$ cat src/rtl/display_scan_controller_if.sv
// Bus bundle between the operand/result registers and the display scanner.
// The master drives scan control and data. The slave (the scanner) drives the decoder and digit pins.
interface display_scan_controller_if #(
   parameter int DIGITS = 4
);
   logic                  enable;
   logic                  load;
   logic [4*DIGITS-1:0]   data_in;
   logic [DIGITS-1:0]     blank_mask;
   logic [3:0]            nibble;
   logic [DIGITS-1:0]     sel;
   logic                  pending;
   logic                  frame_tick;

   modport master (
      output enable, load, data_in, blank_mask,
      input  nibble, sel, pending, frame_tick
   );

   modport slave (
      input  enable, load, data_in, blank_mask,
      output nibble, sel, pending, frame_tick
   );
endinterface

$ cat src/rtl/display_scan_controller.sv
// Time-multiplexed digit scanner feeding one shared hex-to-7-segment decoder.
// Every digit slot begins with a short blanking phase. Loaded data is double-buffered
// and swapped in only at frame boundaries, so a frame never shows a mix of old and new digits.
module display_scan_controller #(
   parameter int DIGITS       = 4,
   parameter int REFRESH_DIV  = 50000,
   parameter int BLANK_CYCLES = 500
) (
   input  logic                       clk,
   input  logic                       rst_n,
   display_scan_controller_if.slave   bus
);
   localparam int CW = (REFRESH_DIV > 1) ? $clog2(REFRESH_DIV) : 1;
   localparam int IW = (DIGITS > 1) ? $clog2(DIGITS) : 1;
   localparam logic [CW-1:0] SLOT_LAST  = CW'(REFRESH_DIV - 1);
   localparam logic [CW-1:0] BLANK_LAST = CW'((BLANK_CYCLES > 0) ? BLANK_CYCLES - 1 : 0);
   localparam logic [IW-1:0] DIGIT_LAST = IW'(DIGITS - 1);

   typedef enum logic [1:0] {IDLE, BLANK, SHOW} state_t;

   // With no blanking interval configured, a slot opens straight into SHOW
   localparam state_t SLOT_START = (BLANK_CYCLES == 0) ? SHOW : BLANK;

   state_t              state_reg, state_next;
   logic [CW-1:0]       cnt_reg, cnt_next;
   logic [IW-1:0]       idx_reg, idx_next;
   logic [4*DIGITS-1:0] active_reg;
   logic [4*DIGITS-1:0] pend_buf_reg;
   logic                pending_reg;
   logic [DIGITS-1:0]   sel_reg;
   logic [3:0]          nibble_reg;
   logic                frame_tick_reg;

   // State, slot counter and digit index registers
   always_ff @(posedge clk or negedge rst_n) begin
      if (!rst_n) begin
         state_reg <= IDLE;
         cnt_reg   <= '0;
         idx_reg   <= '0;
      end else begin
         state_reg <= state_next;
         cnt_reg   <= cnt_next;
         idx_reg   <= idx_next;
      end
   end

   // Next-state logic: dropping enable parks the scan at digit 0, counter 0
   always_comb begin
      state_next = state_reg;
      cnt_next   = cnt_reg;
      idx_next   = idx_reg;
      if (!bus.enable) begin
         state_next = IDLE;
         cnt_next   = '0;
         idx_next   = '0;
      end else begin
         case (state_reg)
            IDLE: begin
               state_next = SLOT_START;
               cnt_next   = '0;
               idx_next   = '0;
            end
            default: begin
               if (cnt_reg == SLOT_LAST) begin
                  cnt_next   = '0;
                  idx_next   = (idx_reg == DIGIT_LAST) ? '0 : idx_reg + 1'b1;
                  state_next = SLOT_START;
               end else begin
                  cnt_next = cnt_reg + 1'b1;
                  if (state_reg == BLANK && cnt_reg == BLANK_LAST) begin
                     state_next = SHOW;
                  end
               end
            end
         endcase
      end
   end

   // Registered pin outputs; frame_tick is timed from the next-state values so it lines up with the last slot cycle
   always_ff @(posedge clk or negedge rst_n) begin
      if (!rst_n) begin
         sel_reg        <= '1;
         nibble_reg     <= '0;
         frame_tick_reg <= 1'b0;
      end else begin
         sel_reg <= '1;
         if (bus.enable && state_reg == SHOW && !bus.blank_mask[idx_reg]) begin
            sel_reg <= ~(DIGITS'(1) << idx_reg);
         end
         if (state_reg != IDLE && cnt_reg == '0) begin
            nibble_reg <= active_reg[{idx_reg, 2'b00} +: 4];
         end
         frame_tick_reg <= (state_next != IDLE) && (cnt_next == SLOT_LAST) && (idx_next == DIGIT_LAST);
      end
   end

   // Double buffer: loads wait in pend_buf_reg until a frame boundary or until the scan is disabled
   always_ff @(posedge clk or negedge rst_n) begin
      if (!rst_n) begin
         active_reg   <= '0;
         pend_buf_reg <= '0;
         pending_reg  <= 1'b0;
      end else if (bus.load && frame_tick_reg) begin
         active_reg  <= bus.data_in;
         pending_reg <= 1'b0;
      end else if (bus.load) begin
         pend_buf_reg <= bus.data_in;
         pending_reg  <= 1'b1;
      end else if (pending_reg && (frame_tick_reg || !bus.enable)) begin
         active_reg  <= pend_buf_reg;
         pending_reg <= 1'b0;
      end
   end

   assign bus.sel        = sel_reg;
   assign bus.nibble     = nibble_reg;
   assign bus.pending    = pending_reg;
   assign bus.frame_tick = frame_tick_reg;
endmodule
$ cat src/flat_wrapper.sv
// flat-port wrapper written by rule: the top's interface ports become plain ports
module display_scan_controller_flat 
#(
   parameter int DIGITS       = 4,
   parameter int REFRESH_DIV  = 50000,
   parameter int BLANK_CYCLES = 500
)
  (clk, rst_n, bus_enable, bus_load, bus_data_in, bus_blank_mask, bus_nibble, bus_sel, bus_pending, bus_frame_tick);
  display_scan_controller_if #(.DIGITS(DIGITS)) bus_i ();
  input  logic clk;
  input  logic rst_n;
  input wire logic [$bits(bus_i.enable)-1:0] bus_enable;
  input wire logic [$bits(bus_i.load)-1:0] bus_load;
  input wire logic [$bits(bus_i.data_in)-1:0] bus_data_in;
  input wire logic [$bits(bus_i.blank_mask)-1:0] bus_blank_mask;
  output wire logic [$bits(bus_i.nibble)-1:0] bus_nibble;
  output wire logic [$bits(bus_i.sel)-1:0] bus_sel;
  output wire logic [$bits(bus_i.pending)-1:0] bus_pending;
  output wire logic [$bits(bus_i.frame_tick)-1:0] bus_frame_tick;
  assign bus_i.enable = bus_enable;
  assign bus_i.load = bus_load;
  assign bus_i.data_in = bus_data_in;
  assign bus_i.blank_mask = bus_blank_mask;
  assign bus_nibble = bus_i.nibble;
  assign bus_sel = bus_i.sel;
  assign bus_pending = bus_i.pending;
  assign bus_frame_tick = bus_i.frame_tick;
  display_scan_controller #(.DIGITS(DIGITS), .REFRESH_DIV(REFRESH_DIV), .BLANK_CYCLES(BLANK_CYCLES)) u_core (.clk(clk), .rst_n(rst_n), .bus(bus_i));
endmodule
$ cat config.mk
export PLATFORM = sky130hd
export DESIGN_NAME = display_scan_controller_flat
export DESIGN_NICKNAME = d
export VERILOG_FILES = /design/src/rtl/display_scan_controller_if.sv /design/src/rtl/display_scan_controller.sv /design/src/flat_wrapper.sv
export SDC_FILE = /design/constraint.sdc
export NUM_CORES = 1
export LEC_CHECK = 0
export CORE_UTILIZATION = 51
export DETAILED_ROUTE_END_ITERATION = 8
export PLACE_DENSITY = 0.78
export RECOVER_POWER = 25
export SLEW_MARGIN = 0
export SYNTH_ARGS = -nofsm -noshare
export SYNTH_HDL_FRONTEND = slang
export SYNTH_SLANG_ARGS = --single-unit
$ cat constraint.sdc
create_clock -name clk -period 3.69 [get_ports clk]
set_input_delay 0.9225 -clock clk [delete_from_list [all_inputs] [get_ports clk]]
set_output_delay 0.9225 -clock clk [all_outputs]
set_load 0.1 [all_outputs]
==> summary.md <==
| Metric | Value |
|---|---|
| Run status | finished with violations |
| Violated checks | capacitance limit, slew limit |
| Max Cap Viol | 1 |
| Yosys Warn Count | 0 |
| P_sw | 450.9 uW |
| Initial DRC Count | 163 |
| Global Route Usage Sum | 21.70% |
| Final ANT Viol Nets | 0 |
| DIE HEIGHT | 79.18 um |
| Synth area leader | dfrtp_1 |
| Final Core Density | 64.15% |
| Largest delay share family, worst path | buffers and inverters |
| N_diodes | 0 |
| Layout area overhead | 18.41% |
| Startpoint types | flop |
| RSZ-0062 raised after global routing | no |
| Normalized max-slew margin | -24.58% |
| Chip Width | 79.18 um |
| Sink Count | 62 |
| Initial antenna violation count | 0 |
| P_int | 1.179 mW |
| Fin crit period | 2.764 ns |
| Most frequent cells in the layout | dfrtp_1 (58), nor2_1 (42), clkdlybuf4s50_1 (27) |
| # resized after CTS | 0 |
| Vias in the first global route | 2,127 |
| Mapped Area | 3038 sq um |
| Root buf cell | clkbuf_8 |
| #FFs+latches synth | 62 |
| Final HPWL DP | 4.215 mm |
| Setup WS post-layout | 0.9257 ns |
| Most common cell after layout, fill and taps aside | dfrtp_1 |
| Largest net degree at the start of global routing | 38 |
| Most used DFF post-synth | dfrtp_1 |
| Max stage delay on crit path | 1.14 ns |
| Final setup violation count | 0 |
| Postcts setup bufs | 0 |
| Routed WL | 5.855 mm |
| GRT Residual Overflow | 0 |
| Yosys top cell area share | 47.78% |
| Layout cell share with drive strength beyond 1 | 18.51% |
| Arr. time, crit path | 1.84 ns |
| Tightest Pin Transition | 1.869 ns |
| Clock power frac | 35.6% |
| Worst Hold End | u_core.pend_buf_reg[11] |
| Logic gate share of total power | 16.6% |
| Critical path data required time | 2.77 ns |
| Row count | 27 |
| CTS Buf Count | 9 |
| Net Sw Frac | 27.66% |
| Final Total Pwr | 1.630 mW |
| Critical path fanouts, max | 3 |
| H-Tree Depth | 3 |
| Fin Hold WS | 0.5064 ns |
| Crit-path cells | clkdlybuf4s50_1 |
| Clock Tree Buf Depth | 2 |
| R2R Path End | u_core.cnt_reg[3] |
| Worst path slowest cell | clkdlybuf4s50_1 |
| Worst path bufs/invs | 1 |
| Wirelength per Cell | 15.41 um |
| Synth Instances | 268 |
| CP Capture Type | output pin |
| First-pass GRT wire length | 10.18 mm |
| Crit share post-route | 74.91% |
| Total number of vias | 2,134 |
| Final nets | 333 |
| Worst Clk Skew | 0.007217 ns |
| Die area | 6269 sq um |
| Post-synth cell types | 43 |
| Syn Nets | 298 |
| Quantity of I/O buffers inserted on ports | 33 |
| Hold crit path type | reg2reg |
| Cts hold-fix bufs | 0 |
| EDFF count, synth | 0 |
| Placement Setup Slack | 1.053 ns |
| R2r setup slk | 1.40 ns |
| Core region area | 5608 sq um |
| Hold Startpoint | u_core.pend_buf_reg[11] |
| Main area contributors after synthesis | dfrtp_1 (48%), mux2_2 (7.4%), mux2i_1 (5.9%) |
| FFs w/ async S/R, synth | 100.0% |
| Starting density of the core | 54.17% |
| TritonCTS clock tree | built |
| Vias/cell | 5.616 |
| Lkg Pwr | 1.552 nW |
| Final hold vios | 0 |
| FMAX | 361.8 MHz |
| Syn_area_per_cell | 11.34 sq um |
| Clock transition at path regs | 0.06 ns |
| Crit Path Category | reg2out |
| I/O pin total | 34 |
| PD cells | 453.2 nW/um^2 |
| Later-pin clock latency in the skew report | 0.33 ns |
| Setup TNS Final | 0 ns |
| TritonRoute pass-1 iters | 4 |
| Seq pwr share | 47.7% |
| DRC viols | 0 |
| CP startpoint | u_core.bus.pending |
| VDD IR max | 0.3156 mV |
| Cells on worst reg2reg path | 6 |
| GP Congestion | 0.9127 |
| RR Startpoint | u_core.cnt_reg[0] |
| Hold path depth | 1 |
| Sequential cell area fraction in the yosys report | 51.24% |
| Max-slew violations | 38 |
==> Yosys cell counts (2+ instances only) <==
| library cell | number |
|---|---|
| nand2b_1 | 4 |
| nor2b_1 | 2 |
| nor3_1 | 7 |
| a21oi_1 | 21 |
| inv_1 | 6 |
| nor2_1 | 42 |
| mux2i_1 | 18 |
| xnor2_1 | 6 |
| ha_1 | 6 |
| nand2_1 | 15 |
| xor2_1 | 7 |
| clkbuf_2 | 2 |
| mux4_2 | 5 |
| dfrtp_1 | 58 |
| buf_2 | 4 |
| clkbuf_1 | 4 |
| nor4_1 | 2 |
| nand4_1 | 4 |
| nor4_4 | 2 |
| nand3_1 | 7 |
| dfstp_2 | 4 |
| mux2_2 | 20 |
| buf_1 | 2 |
==> cell type report <==
type / instances / area [sq um]
repair buffers: 36 / 334.1
clock inverters: 2 / 35.03
inverters: 6 / 22.52
fillers: 482 / 2011
flip-flops and latches: 62 / 1556
clock buffers: 14 / 152.6
multi-input cells: 188 / 1406
well taps: 72 / 90.09
==> metal layers <==
layer,part of all wire (%),global-route usage (%),up-vias
met3,5.1,5.287,2
met4,0.19,6.545,0
met1,43,27.65,1063
met2,52,36.47,62
met5,0,0,-
li1,-,-,1007
==> worst max-delay path by stage <==
| stage | to | slack [ns] | cells past startpoint |
|---|---|---|---|
| CTS | bus_pending | 0.90 | 1 |
| floorplan | u_core.pend_buf_reg[10] | 1.55 | 4 |
| finish | bus_pending | 0.93 | 1 |
| global placement | u_core.active_reg[3] | 1.06 | 4 |
| detailed placement | u_core.active_reg[3] | 1.05 | 4 |
| global route | u_core.bus.sel[2] | 0.87 | 2 |
==> through the flow <==
step / instance area, sq um / cells
2_1_floorplan: 3038 / 268
3_3_place_gp: 3411 / 364
3_5_place_dp: 3411 / 364
4_1_cts: 3598 / 380
5_1_grt: 3597 / 380
6_report: 3597 / 380
==> kinds of logic (layout without fill, tap and decap cells) <==
family,after synthesis,count (layout),share of synthesized area [%]
adder cells (fa/ha/maj),6,6,2.471
AO/OA/AOI/OAI,30,30,5.602
flip-flops,62,62,51.24
buffers and inverters,18,58,2.471
XOR/XNOR,13,13,3.748
multiplexers,43,43,17.05
AND/OR/NAND/NOR,96,96,17.42
==> power by group through the flow <==
stage                     logic [mW]  clock network [mW]  registers (mW)
after global routing           0.293               0.627           0.786
after detailed placement       0.275                   0           0.792
after global placement         0.269                   0           0.789
final                          0.271               0.581           0.778
after CTS                      0.275               0.594           0.779
after floorplan               0.0952                   0           0.875
No activity file was read; power rests on OpenSTA's default activity.
